`src/rtl/hazard_control_unit_pkg.sv`:
```
// rtl/hazard_control_unit_pkg.sv - shared pipeline-control encodings and hazard priority resolution
package hazard_control_unit_pkg;

  localparam logic [1:0]  ST_RUN      = 2'd0;
  localparam logic [1:0]  ST_MEM_WAIT = 2'd1;
  localparam logic [1:0]  ST_HALT     = 2'd2;
  localparam logic [4:0]  REG_ZERO    = 5'd0;
  localparam logic [31:0] NOP_INSTR   = 32'h0000_0013;

  typedef struct packed {
    logic pc_write;
    logic if_id_write;
    logic if_id_flush;
    logic id_ex_write;
    logic id_ex_flush;
    logic ex_mem_write;
    logic mem_wb_flush;
  } ctrl_t;

  // A taken branch beats load-use because the ID instruction is wrong-path anyway.
  function automatic ctrl_t run_ctrl(input logic mem_stall, input logic branch,
                                     input logic load_use);
    ctrl_t c;
    c.pc_write     = 1'b1;
    c.if_id_write  = 1'b1;
    c.if_id_flush  = 1'b0;
    c.id_ex_write  = 1'b1;
    c.id_ex_flush  = 1'b0;
    c.ex_mem_write = 1'b1;
    c.mem_wb_flush = 1'b0;
    if (mem_stall) begin
      c.pc_write     = 1'b0;
      c.if_id_write  = 1'b0;
      c.id_ex_write  = 1'b0;
      c.ex_mem_write = 1'b0;
      c.mem_wb_flush = 1'b1;
    end else if (branch) begin
      c.if_id_flush  = 1'b1;
      c.id_ex_flush  = 1'b1;
    end else if (load_use) begin
      c.pc_write     = 1'b0;
      c.if_id_write  = 1'b0;
      c.id_ex_flush  = 1'b1;
    end
    return c;
  endfunction

endpackage

```
`src/rtl/hazard_control_unit_sat_counter.sv`:
```
// rtl/hazard_control_unit_sat_counter.sv - saturating up-counter for performance statistics
module sat_counter #(
  parameter int W = 32
) (
  input  logic         clk,
  input  logic         rst_n,
  input  logic         inc,
  output logic [W-1:0] count
);

  logic [W-1:0] count_q;

  always_ff @(posedge clk or negedge rst_n) begin
    if (!rst_n) begin
      count_q <= '0;
    end else if (inc && (count_q != {W{1'b1}})) begin
      count_q <= count_q + 1'b1;
    end
  end

  assign count = count_q;

endmodule

```
`src/rtl/hazard_control_unit.sv`:
```
// rtl/hazard_control_unit.sv - load-use / branch / data-memory-wait pipeline sequencer
module hazard_control_unit
  import hazard_control_unit_pkg::*;
#(
  parameter int MEM_TIMEOUT = 255,
  parameter int TO_W        = 8,
  parameter int CNT_W       = 32
) (
  input  logic             clk,
  input  logic             rst_n,
  input  logic [4:0]       id_rs1_addr,
  input  logic [4:0]       id_rs2_addr,
  input  logic             id_uses_rs1,
  input  logic             id_uses_rs2,
  input  logic [4:0]       ex_rd_addr,
  input  logic             ex_MemRead,
  input  logic             ex_branch_taken,
  input  logic             mem_req,
  input  logic             dmem_ready,
  output logic             pc_write,
  output logic             if_id_write,
  output logic             if_id_flush,
  output logic             id_ex_write,
  output logic             id_ex_flush,
  output logic             ex_mem_write,
  output logic             mem_wb_flush,
  output logic             halted,
  output logic [CNT_W-1:0] stall_cycles
);

  logic [1:0]      state_q, state_d;
  logic [TO_W-1:0] tcnt_q, tcnt_d;
  logic            load_use, mem_stall;
  ctrl_t           ctrl;

  assign load_use = ex_MemRead && (ex_rd_addr != REG_ZERO) &&
                    ((id_uses_rs1 && (ex_rd_addr == id_rs1_addr)) ||
                     (id_uses_rs2 && (ex_rd_addr == id_rs2_addr)));
  // A dropped request while waiting counts as completion, so both reduce to this.
  assign mem_stall = mem_req && !dmem_ready;

  always_comb begin
    state_d = state_q;
    tcnt_d  = tcnt_q;
    ctrl    = run_ctrl(mem_stall, ex_branch_taken, load_use);
    case (state_q)
      ST_MEM_WAIT: begin
        if (mem_stall) begin
          tcnt_d = tcnt_q + 1'b1;
          if (tcnt_q == TO_W'(MEM_TIMEOUT - 1)) state_d = ST_HALT;
        end else begin
          tcnt_d  = '0;
          state_d = ST_RUN;
        end
      end
      ST_HALT: begin
        ctrl = '0;
      end
      default: begin
        state_d = mem_stall ? ST_MEM_WAIT : ST_RUN;
        tcnt_d  = '0;
      end
    endcase
  end

  always_ff @(posedge clk or negedge rst_n) begin
    if (!rst_n) begin
      state_q <= ST_RUN;
      tcnt_q  <= '0;
    end else begin
      state_q <= state_d;
      tcnt_q  <= tcnt_d;
    end
  end

  // Reset forces every stage to hold a NOP regardless of the registered state.
  assign pc_write     = rst_n && ctrl.pc_write;
  assign if_id_write  = rst_n && ctrl.if_id_write;
  assign id_ex_write  = rst_n && ctrl.id_ex_write;
  assign ex_mem_write = rst_n && ctrl.ex_mem_write;
  assign if_id_flush  = !rst_n || ctrl.if_id_flush;
  assign id_ex_flush  = !rst_n || ctrl.id_ex_flush;
  assign mem_wb_flush = !rst_n || ctrl.mem_wb_flush;
  assign halted       = (state_q == ST_HALT);

  sat_counter #(.W(CNT_W)) u_stall_cnt (
    .clk   (clk),
    .rst_n (rst_n),
    .inc   ((state_q != ST_HALT) && !ctrl.pc_write),
    .count (stall_cycles)
  );

endmodule

```
`config.mk`:
```
export PLATFORM = sky130hd
export DESIGN_NAME = hazard_control_unit
export DESIGN_NICKNAME = d
export VERILOG_FILES = /design/src/rtl/hazard_control_unit_pkg.sv /design/src/rtl/hazard_control_unit_sat_counter.sv /design/src/rtl/hazard_control_unit.sv
export SDC_FILE = /design/constraint.sdc
export NUM_CORES = 1
export LEC_CHECK = 0
export ABC_AREA = 1
export CAP_MARGIN = 40
export CORE_MARGIN = 5
export CORE_UTILIZATION = 50
export DETAILED_ROUTE_END_ITERATION = 10
export PLACE_DENSITY = 0.88
export SLEW_MARGIN = 20
export SYNTH_ARGS = -nofsm -noshare
export SYNTH_HDL_FRONTEND = slang
export SYNTH_SLANG_ARGS = --single-unit
export TNS_END_PERCENT = 20
```
`constraint.sdc`:
```
create_clock -name clk -period 1.9 [get_ports clk]
set_input_delay 0.285 -clock clk [delete_from_list [all_inputs] [get_ports clk]]
set_output_delay 0.285 -clock clk [all_outputs]
set_load 0.02 [all_outputs]
```
# == Word level (Yosys, flattened, before mapping) ==
# Cells that the tools add are included.
# totals
out_inout_bits,40
reg_bits,42
elab_cells,51
input_bits,23
# op_classes
bitwise,1
n_eq_ne,8
add_sub_neg,2
mux,17
n_reduce_logical,20
# ops
operator,n
"adder 32 x 1 -> 32 bit, second input constant",1
"inequality test 32 bit, second input constant",1
one-hot mux 8 bit (2 select lines),1
2-to-1 mux 2 bit,6
logical AND 1 bit,11
== test 5 bit,2
"adder 8 x 1 -> 8 bit, second input constant",1
"== test 8 bit, second input constant",1
2-to-1 mux 8 bit,1
2-to-1 mux 1 bit,7
2-to-1 mux 7 bit,1
nonzero test 5 bit,1
logical OR 1 bit,4
one-hot mux 2 bit (2 select lines),1
logical NOT 1 bit,3
"inequality test 3 bit, second input constant",1
"== test 2 x 1 -> 1 bit, second input constant",1
"== test 2 bit, second input constant",1
"inequality test 2 bit, second input constant",1
AND reduction 2 bit,1
NOT 1 bit,1

# == Depth between registers and ports, before layout ==
# Gate-level depths: netlist (run 1).
# depth
depth_word,11
mapped_depth,12
mapped_depth_nobuf,11

# == Modules after synthesis ==
# Synthesis (run 1) repeated with hierarchy kept, for this count alone.
# unflattened
cells_unflattened,470
hier_area_um2,3030.4
# by_module_without_submodules
mod,cells_per_inst,n_inst,area_per_inst_um2
sat_counter,333,1,2190.9
hazard_control_unit,137,1,839.6

# == Least setup slack after synthesis (run 1) ==
# OpenSTA, ideal clock, no wires.
# synth_path
path_type,reg2out
from,reg state_q[1]
to,out id_ex_flush
required_ns,1.615
stages_incl_launch_ff,8
setup_slack_ns,-0.120
arrival_time_ns,1.735
cell_sequence,dfrtp_1 inv_1 nor2_2 inv_1 buf_2 nand2_1 o21ai_0 o21bai_1
# synth_between
elab_chain_len,3
# synth_lines
element,line_no,rtl
from (decl),hazard_control_unit.sv:31,"logic [1:0] state_q, state_d;"
from (signal assigned),hazard_control_unit.sv:71,state_q <= state_d;
== test 2 bit,-,
named net halted,hazard_control_unit.sv:27,"output logic halted,"
2-to-1 mux 7 bit,hazard_control_unit.sv:46,case (state_q)
logical OR 1 bit,hazard_control_unit.sv:82,assign id_ex_flush = !rst_n || ctrl.id_ex_flush;
to (decl),hazard_control_unit.sv:24,"output logic id_ex_flush,"
# The timed path passes the listed nets, and every way through them passes these cells.

# == Worst setup path after layout (run 1) ==
# layout_path
from,reg u_stall_cnt.count_q[1] (netlist: u_stall_cnt.count[1])
to,reg u_stall_cnt.count_q[30] (netlist: u_stall_cnt.count[30])
# layout_between
elab_chain_len,2
# layout_lines
element,line_no,rtl
from (decl),hazard_control_unit_sat_counter.sv:11,logic [W-1:0] count_q;
from (signal assigned),hazard_control_unit_sat_counter.sv:17,count_q <= count_q + 1'b1;
branches (longest 2 deep; another with adder 32 x 1 -> 32 bit),-,
# Several ways; the timed one is not identified.
# A chain may end at the register's enable or synchronous reset.

==> reports/metrics.cfg, run 1 <==
[logic_synthesis]
synthTopCellsByCount = nand2_1, nor2_1, inv_1
synth_cells = 437
postSynthAreaPerCell_um2 = 6.91
synth_edf_count = 0
synth_most_common_cell = nand2_1
ys_seq_elements = 42
synth_ff_type = dfrtp_1
yosysUniqueCellTypes = 28
netlist_area_um2 = 3020
synth_top_area_share_pct = 34.8
synthesis.nets = 463
yosysTopAreaCell = dfrtp_1
ys_async_sr_fraction_pct = 100
yosysWarnings = 0
yosysSeqAreaShare_pct = 34.8
synthTopCellsByArea = dfrtp_1, nand2_1, nand3_1, nor2_1, nand3_2

[cts]
cts_sinks = 42
clockBufferDepth = 2
clock_latency_ns = 0.31
cts_tree = built
cts_buffers = 5
htreeDepth = 2
clkTransAtPathRegs_ns = 0.08
cts_root_buffer = clkbuf_8

[power_and_ir_drop]
p_leak_nw = 2.06
power.density_nw_per_um2 = 430
ir_worst_vdd_uv = 278

[grt]
grt_max_degree = 39
grtUsageTotal_pct = 23.3
grt_pass1_vias = 3155
grt_overflow = 0
grt_pass1_wl_mm = 14.2
antenna_found_initial = 0

[timing]
hold_viol = 0
setup_viol = 0
max_slew_margin_pct = 66.3
worst_slew_pin_slew_ns = 0.505
drv_slew = 0
tns_ns = 0
fin_crit_sh_pct = 96.9
fin_skew_ns = 0.00869
rsz0062_at_grt = yes
period_minus_slack_ns = 1.84
fmax_mhz = 543

[route]
drtPass1Iterations = 5
routed_via_density = 5.36
wl_mm = 8.77
wire_per_inst_um = 14.6
drt_iter0_markers = 363
ant_nets = 0
num_vias = 3219
post-route-drc-count = 0

[critical_path]
arrival_ns = 2.09
r2r-start = u_stall_cnt.count[1]
crit_chain = ha_4, nand3_4, nor2_4, nand4_2, nor3_4, inv_2, nand3_4, clkbuf_16, nand2_1, nand2_1
cpMaxStageDelayCell = dfrtp_2
path_class = flop to flop
slowest_delay_ns = 0.42
worstPathMaxFanout = 14
end_kind = flop
r2r-end = u_stall_cnt.count[30]
cp-endpoint = u_stall_cnt.count[30]
cp-start-kind = flop
r2r_slack_ns = 0.06
crit_required_ns = 2.15
r2r_cells = 10
cp-startpoint = u_stall_cnt.count[1]

[hold_path]
hp-class = input port to asynchronous set/reset pin

[placement]
portBuffers = 62
finalWeightedCongestion = 0.961
hpwl_mm = 6.42
placedCellCount = 584

[die]
num_io_pins = 63
dieArea_um2 = 7700
core_area_um2 = 5890
rows = 28
start_util_pct = 51.3
die_h_um = 87.7
fp.dieW_um = 87.7

[final_layout]
fillers = 478
multi_input_area_um2 = 1750
final_nets = 551
diodes = 0
area_growth_pct = 34.7
drive_gt1_share_pct = 15.8
final_cell_count_no_fill = 601
seqCellArea_um2 = 1050

[job]
cap_violations = 0

[outcome]
status = complete, no violations

[layer usage]
| metal | GRT usage [%] | part of all wire, % |
|---|---|---|
| met1 | 29.4 | 40 |
| met2 | 39.5 | 51 |
| met3 | 4.80 | 7.0 |
| met4 | 8.37 | 2.0 |
| met5 | 0 | 0 |
[kinds of logic after synthesis]
family	share of synthesized area [%]
flops	34.8
compound gates	2.53
fa+ha+maj	1.24
simple gates	44.8
xor+xnor	7.83
buf+inv	8.86
[worst min path at each step]
stage	endpoint	slack (ns)	start
after global routing	u_stall_cnt.count[15]	0.18	rst_n
after CTS	u_stall_cnt.count[17]	0.15	rst_n
after detailed placement	state_q[0]	0.14	rst_n
after global placement	state_q[1]	0.13	rst_n
final	u_stall_cnt.count[17]	0.13	rst_n
after floorplan	state_q[0]	-0.01	rst_n
[per-stage QoR]
stage | power [mW] | hold slack, ns | area, µm² | util (%) | setup WS [ns]
floorplan | 0.959 | -0.0106 | 3020 | - | -0.0707
global placement | 1.05 | 0.133 | 3830 | 65.1 | -0.401
detailed placement | 1.06 | 0.139 | 3830 | 65.1 | -0.503
CTS | 1.76 | 0.150 | 3950 | 67.1 | -0.0140
global route | 1.82 | 0.180 | 4070 | 69.2 | -0.0389
finish | 1.75 | 0.132 | 4070 | 69.2 | 0.0584
[power breakdown]
part	internal (mW)	switching, mW
clock	0.387	0.325
sequential	0.894	0.00111
combinational	0.0676	0.0752
[cell type report]
class | instances | area share, %
multi-input cells | 338 | 43.0
flip-flops and latches | 42 | 25.9
repair buffers | 92 | 21.9
inverters | 46 | 4.24
well taps | 75 | 2.31
clock buffers | 5 | 1.69
clock inverters | 3 | 0.984
[critical path: cells and delay by family, from the launching register on]
kind / cells / cell delay [ns]
AND/OR/NAND/NOR: 7 / 0.90
flip-flops: 1 / 0.42
adder cells (fa/ha/maj): 1 / 0.16
buffers and inverters: 2 / 0.29
[repair_timing]
action / 4_1_cts / 5_1_grt
hold buffers: 1 / 0
gates resized for setup: 31 / 17
endpoints found under the setup margin: 26 / 38
gates cloned: 0 / 2
endpoints found under the hold margin: 4 / 0
setup buffers: 0 / 6
pin swaps: 1 / 5
[flip-flops by register name, summed over array words and instances, names as in the netlist]
name / cells
u_stall_cnt.count: 32
tcnt_q: 8
state_q: 2
[layout by cell type, fill, tap and decap left out, types with 3 or more instances in the layout]
master           count
dlymetal6s2s_1       3
clkdlybuf4s50_1     46
buf_12               3
nor2_1              45
clkbuf_8             5
dlygate4sd2_1        5
nand4_1              4
nand2_1            159
xor2_1              17
buf_4               25
nor2_2               7
nand3_2             18
nand3_1             37
nor3_1              10
clkbuf_2             3
a21oi_1              3
inv_1               44
nand2_2              3
buf_2                3
xnor2_1             10
o21ai_0              8
nand3b_1             3
dfrtp_1             40
No activity file was read; power rests on OpenSTA's default activity.
==> inputs of run 2 (changes only) <==
--- a/config.mk
+++ b/config.mk
@@ -10,9 +10,12 @@
 export CORE_MARGIN = 5
 export CORE_UTILIZATION = 50
 export DETAILED_ROUTE_END_ITERATION = 10
+export GPL_TIMING_DRIVEN = 0
 export PLACE_DENSITY = 0.88
+export SKIP_LAST_GASP = 1
 export SLEW_MARGIN = 20
 export SYNTH_ARGS = -nofsm -noshare
 export SYNTH_HDL_FRONTEND = slang
+export SYNTH_HIERARCHICAL = 1
 export SYNTH_SLANG_ARGS = --single-unit
 export TNS_END_PERCENT = 20
==> run 2 against run 1 <==
Net effect:
- the flow now finishes with violations (setup timing)
- clock-buffer cell count rose by 1
- combinational power fell by 11%
- final area fell by 1.8%
- utilization fell by 1.6 points
- highest routed layer unchanged
- critical path depth fell by 4
- synthesized area rose by 0.29%
==> reports/metrics.cfg, run 2 <==
[critical_path]
cp_top_family = buffers and inverters
path_class = flop to primary output
cpMostUsedCell = nand2_1
r2r-end = u_stall_cnt/count[4]
crit_required_ns = 1.62  ; -0.53 ns
r2r_cells = 10  ; unchanged
worstPathMaxFanout = 6  ; -8
end_kind = primary output
r2r_slack_ns = 0.10  ; +0.04 ns
arrival_ns = 1.72  ; -0.37 ns
crit_chain = inv_1, nor2_4, inv_2, nand2_1, nand2_1, clkdlybuf4s50_1
slowest_delay_ns = 0.59  ; +0.17 ns
r2r-start = u_stall_cnt/count[1]
cpMaxStageDelayCell = clkdlybuf4s50_1
cp-startpoint = state_q[1]
crit_buf_inv = 3  ; +1
cp-start-kind = flop

[logic_synthesis]
synthTopCellsByArea = dfrtp_1, nand2_1, nor2_1, inv_1, nand3_1
synthMuxAreaShare_pct = 0  ; unchanged
synth_most_common_cell = nand2_1
synth_compound_area_share_pct = 4.34  ; +1.8 points
postSynthAreaPerCell_um2 = 6.45  ; -6.8%
synth_ff_type = dfrtp_1
synth_top_area_share_pct = 34.7  ; -0.10 points
yosysSeqAreaShare_pct = 34.7  ; -0.10 points
ys_seq_elements = 42  ; unchanged
netlist_area_um2 = 3030  ; +0.29%
synth_cells = 470  ; +7.6%
synth_edf_count = 0  ; unchanged
ys_async_sr_fraction_pct = 100  ; unchanged
synth_xor_area_share_pct = 3.18  ; -4.6 points
yosysUniqueCellTypes = 29  ; +3.6%
synthAdderAreaFrac_pct = 1.24  ; -0.0036 points
yosysWarnings = 6  ; +6
synthSimpleGateAreaFrac_pct = 47.0  ; +2.3 points
synth_top_family_by_area = simple AND/OR/NAND/NOR gates
synthTopCellsByCount = nand2_1, nor2_1, inv_1
yosysTopAreaCell = dfrtp_1
synthesis.nets = 496  ; +7.1%

[cts]
htreeDepth = 2  ; unchanged
cts_tree = built
cts_buffers = 5  ; unchanged
clock_latency_ns = 0.30  ; about the same
clkTransAtPathRegs_ns = 0.08  ; about the same
cts_root_buffer = clkbuf_8
clockBufferDepth = 2  ; unchanged
cts_sinks = 42  ; unchanged

[final_layout]
diodes = 0  ; unchanged
final_common_cell = nand2_1
area_growth_pct = 31.9
largest_register_ffs = 32  ; unchanged
final_nets = 574  ; +4.2%
drive_gt1_share_pct = 12.8  ; -3.0 points
final_cell_mix = nand2_1, nor2_1, inv_1
final_cell_count_no_fill = 624  ; +3.8%

[route]
ant_nets = 0  ; unchanged
wl_mm = 8.18  ; -6.8%
num_vias = 3199  ; -0.62%
drt_iter0_markers = 237  ; -35%
wire_per_inst_um = 13.1  ; -10%
drtPass1Iterations = 4  ; -1
post-route-drc-count = 0  ; unchanged
routed_via_density = 5.13  ; -4.3%

[timing]
fin_skew_ns = 0.0133  ; +0.00464 ns
fin_crit_sh_pct = 106  ; +8.6 points
drv_slew = 0  ; unchanged
fmax_mhz = 499  ; -8.1%
setup_ws_ns = -0.105  ; -0.163 ns
whs_ns = 0.175  ; +0.0435 ns
worst_slew_pin_slew_ns = 0.505  ; +0.0000582 ns
rsz0062_at_grt = yes
setup_viol = 2  ; +2
max_slew_margin_pct = 66.3  ; about the same
period_minus_slack_ns = 2.00  ; +0.163 ns
tns_ns = -0.122  ; -0.122 ns
hold_viol = 0  ; unchanged

[power_and_ir_drop]
switching_share_pct = 23.9  ; +1.0 points
p_leak_nw = 1.95  ; -5.4%
power.density_nw_per_um2 = 410  ; -4.6%
finalPower_mw = 1.64  ; -6.3%
p_clk_share_pct = 37.8  ; -2.9 points
sequentialPowerShare_pct = 54.5  ; +3.3 points
combPwrFrac_pct = 7.7  ; -0.5 points
ir_worst_vdd_uv = 248  ; -11%
power.switching_uw = 393  ; -2.1%
p_int_mw = 1.25  ; -7.6%

[die]
num_io_pins = 63  ; unchanged
die_h_um = 87.9  ; +0.13%
fp.dieW_um = 87.9  ; +0.13%
dieArea_um2 = 7720  ; +0.25%
start_util_pct = 51.2  ; -0.16 points
rows = 28  ; unchanged
core_area_um2 = 5920  ; +0.60%

[grt]
grt_max_degree = 23  ; -41%
grtUsageTotal_pct = 22.7  ; -0.60 points
grt_pass1_wl_mm = 13.9  ; -2.2%
antenna_found_initial = 0  ; unchanged
grt_pass1_vias = 3165  ; +0.32%
grt_overflow = 0  ; unchanged

[placement]
hpwl_mm = 6.22  ; -3.1%
placedCellCount = 608  ; +4.1%
dp_slack_ns = -0.963  ; -0.461 ns
finalWeightedCongestion = 0.925  ; -3.8%
portBuffers = 62  ; unchanged

[outcome]
violations = setup timing
status = finished with violations

[hold_path]
hp-class = input port to asynchronous set/reset pin

[job]
cap_violations = 0  ; unchanged

## run 2: changes by cell type in the layout (fill, tap and decap cells not counted), sizes merged, moves of 10 or more
cell | before | now
buf | 31 | 17
dlymetal6s2s | 3 | 13
inv | 46 | 57
nand2 | 162 | 203
nand3 | 57 | 30
nor2 | 53 | 75
nor3 | 11 | 1
xor2 | 17 | 2
## run 2: final cells by class
| class | instances | area (µm²) |
|---|---|---|
| clock buffer | 6 | 82.6 |
| multi-input combinational | 363 | 1740 |
| buffer | 7 | 71.3 |
| clock inverter | 2 | 12.5 |
| timing repair buffer | 71 | 724 |
| fill | 494 | 1920 |
| inverter | 58 | 218 |
| tap | 75 | 93.8 |
| sequential | 42 | 1050 |
## run 2: power groups by stage
stage	Clock, mW	Sequential [mW]	Combinational (mW)
finish	0.619	0.893	0.127
global route	0.672	0.893	0.142
CTS	0.633	0.893	0.127
detailed placement	0	0.911	0.127
global placement	0	0.911	0.119
floorplan	0	0.911	0.0393
## run 2: worst max-delay path by stage
stage                                  endpoint  slack [ns]  cells after the start
after floorplan           u_stall_cnt/count[26]        0.02                     15
after global placement                 pc_write       -1.78                      7
after detailed placement  u_stall_cnt/count[28]       -0.96                     16
after CTS                              pc_write       -0.22                     10
after global routing               mem_wb_flush       -0.20                      6
final                              mem_wb_flush       -0.10                      6
## run 2: repair_timing
item,4_1_cts,5_1_grt
gates resized for setup,22,27
endpoints found under the setup margin,22,34
cloned,0,0
pin swaps,4,7
hold buffers,2,0
endpoints found under the hold margin,20,0
setup buffers,2,3
## run 2: layer usage
metal / GRT usage (%) / wire length (µm)
met1: 28.1 / 3480
met2: 38.8 / 3970
met3: 4.05 / 594
met4: 9.48 / 135
met5: 0 / 0
## run 2: stage by stage
step	util (%)	area [µm²]
finish	67.5	4000
global route	67.5	4000
CTS	66.2	3920
detailed placement	63.5	3760
global placement	63.3	3740
floorplan	-	3030
## run 2: tightest hold or removal path, cell delays in order
cell    delay (ns)
buf_2         0.11
buf_12        0.11
buf_2         0.42
## run 2: kinds of logic after synthesis
logic type / count (synthesis)
AOI/OAI and AO/OA: 21
xor gates and xnor gates: 11
adders and majority gates: 3
DFF: 42
buffers and inverters: 65
and+or+nand+nor: 328
==> inputs of run 3 (changes only) <==
--- a/config.mk
+++ b/config.mk
@@ -12,7 +12,7 @@
 export DETAILED_ROUTE_END_ITERATION = 10
 export GPL_TIMING_DRIVEN = 0
 export PLACE_DENSITY = 0.88
-export SKIP_LAST_GASP = 1
+export SETUP_SLACK_MARGIN = 0.02
 export SLEW_MARGIN = 20
 export SYNTH_ARGS = -nofsm -noshare
 export SYNTH_HDL_FRONTEND = slang
==> run 3 against run 2 <==
Net effect:
- the run now ends clean
- largest power group unchanged
- global-route usage increased by 0.059 points
- non-clock buffer count grew 1
- combinational power hardly changed
- final area increased by 0.78%
- via count increased by 2.0%
- critical path depth fell by 3
- setup slack better by 0.20 ns
- clock power barely moved
- final cell count increased by 0.16%
- clock skew down 0.0016 ns
- clock-buffer cell count is the same
- wire length is 1.7% higher
==> reports/metrics.cfg, run 3 (synthesized netlist as in run 2, its figures left out) <==
[cts]
cts_sinks = 42  ; unchanged
cts_tree = built
cts_buffers = 5  ; unchanged
cts_root_buffer = clkbuf_8
clockBufferDepth = 2  ; unchanged
clkTransAtPathRegs_ns = 0.08  ; about the same
htreeDepth = 2  ; unchanged
clock_latency_ns = 0.31  ; about the same

[timing]
hold_viol = 0  ; unchanged
fin_crit_sh_pct = 95.2  ; -10 points
period_minus_slack_ns = 1.81  ; -0.196 ns
setup_ws_ns = 0.0908  ; +0.196 ns
worst_slew_pin_slew_ns = 0.507  ; +0.00173 ns
max_slew_margin_pct = 66.2  ; -0.12 points
setup_viol = 0  ; -2
drv_slew = 0  ; unchanged
fin_skew_ns = 0.0117  ; -0.00160 ns
rsz0062_at_grt = yes
fmax_mhz = 553  ; +11%

[power_and_ir_drop]
power.switching_uw = 392  ; -0.24%
p_int_mw = 1.24  ; -0.18%
p_leak_nw = 1.96  ; +0.49%
power.density_nw_per_um2 = 406  ; -0.97%
combPwrFrac_pct = 7.6  ; about the same
ir_worst_vdd_uv = 247  ; -0.45%
p_clk_share_pct = 37.8  ; about the same
switching_share_pct = 23.9  ; about the same
sequentialPowerShare_pct = 54.6  ; about the same

[route]
drt_iter0_markers = 244  ; +3.0%
post-route-drc-count = 0  ; unchanged
drtPass1Iterations = 5  ; +1
ant_nets = 0  ; unchanged
wire_per_inst_um = 13.3  ; +1.5%
routed_via_density = 5.22  ; +1.8%
wl_mm = 8.32  ; +1.7%
num_vias = 3263  ; +2.0%

[critical_path]
arrival_ns = 1.52  ; -0.20 ns
cp-start-kind = flop
worstPathMaxFanout = 5  ; -1
end_kind = primary output
path_class = flop to primary output
crit_required_ns = 1.62  ; about the same

[final_layout]
area_growth_pct = 32.9
final_common_cell = nand2_1
drive_gt1_share_pct = 13.6  ; +0.89 points
final_cell_mix = nand2_1, nor2_1, inv_1
diodes = 0  ; unchanged
largest_register_ffs = 32  ; unchanged
design_area_um2 = 4030  ; +0.78%
final_nets = 575  ; +0.17%

[die]
die_h_um = 87.9  ; unchanged
fp.dieW_um = 87.9  ; unchanged
start_util_pct = 51.2  ; unchanged
dieArea_um2 = 7720  ; unchanged
rows = 28  ; unchanged
core_area_um2 = 5920  ; unchanged
num_io_pins = 63  ; unchanged

[grt]
grtUsageTotal_pct = 22.8  ; +0.059 points
busiest_layer = met2
grt_use_met1_pct = 28.5  ; +0.35 points
grt_pass1_vias = 3165  ; unchanged
antenna_found_initial = 0  ; unchanged
grt_pass1_wl_mm = 13.9  ; +0.10%
met3_usage_pct = 3.86  ; -0.19 points
grt_max_degree = 23  ; unchanged
grt_overflow = 0  ; unchanged
met2_usage_pct = 38.8  ; unchanged

[hold_path]
hp-class = input port to asynchronous set/reset pin

[placement]
post_dp_cell_area_um2 = 3760  ; unchanged
dp_slack_ns = -0.963  ; unchanged
finalWeightedCongestion = 0.925  ; unchanged
portBuffers = 62  ; unchanged
hpwl_mm = 6.22  ; unchanged

[outcome]
status = complete, no violations

[job]
cap_violations = 0  ; unchanged

## run 3: cell count changes in the layout (fill, tap and decap cells not counted), sizes merged
cell           change
dlymetal6s2s       -1
clkdlybuf4s50      -2
clkbuf             -1
buf                +4
clkdlybuf4s15      +1
## run 3: final timing paths
check	start	slack [ns]	depth (start not counted)	end
min reg2reg	tcnt_q[7]	0.52	2	tcnt_q[7]
min	rst_n	0.17	3	tcnt_q[2]
max reg2reg	u_stall_cnt/count[0]	0.13	10	u_stall_cnt/count[4]
max in group asynchronous	rst_n	1.08	3	u_stall_cnt/count[29]
min in group clk	tcnt_q[7]	0.52	2	tcnt_q[7]
max	state_q[1]	0.09	3	halted
## run 3: area by class of cell
class                           count  area [µm²]
Clock buffer                        6        82.6
Tap cell                           75        93.8
Multi-Input combinational cell    363        1780
Sequential cell                    42        1050
Fill cell                         490        1890
Inverter                           58         223
Buffer                              7        71.3
Timing Repair Buffer               72         718
Clock inverter                      2        12.5
## run 3: layer usage
layer	up-vias	part of all wire (%)
met1	1508	43
met5	-	0
li1	1604	-
met4	0	2.0
met2	133	48
met3	18	6.6
## run 3: power by group through the flow
stage	clock network [mW]	registers [mW]	logic (mW)
after CTS	0.633	0.893	0.125
after floorplan	0	0.911	0.0393
after detailed placement	0	0.911	0.127
after global placement	0	0.911	0.119
after global routing	0.672	0.893	0.140
final	0.618	0.893	0.125
## run 3: metrics by stage
step | setup TNS (ns) | power [mW] | utilization (%) | hold slack [ns] | instances
2_1_floorplan | 0 | 0.950 | - | -0.0106 | 470
4_1_cts | -0.0370 | 1.65 | 66.2 | 0.519 | 620
3_5_place_dp | -16.70 | 1.04 | 63.5 | 0.280 | 608
5_1_grt | 0 | 1.70 | 68.0 | 0.213 | 625
3_3_place_gp | -50.40 | 1.03 | 63.3 | 0.480 | 607
6_report | 0 | 1.64 | 68.0 | 0.173 | 625
## run 3: what timing repair did
| action | 4_1_cts | 5_1_grt |
|---|---|---|
| buffers inserted | 2 | 4 |
| gates resized for setup | 37 | 25 |
| cloned | 0 | 0 |
| pin swaps | 5 | 17 |
| endpoints found under the hold margin | 20 | 0 |
| setup endpoints to repair | 22 | 33 |
| hold buffers | 2 | 0 |
## run 3: critical path, cell delays in order, from the launching register on
cell and delay, ns:
dfrtp_1 0.35, inv_1 0.07, nor2_4 0.18, clkdlybuf4s50_1 0.63
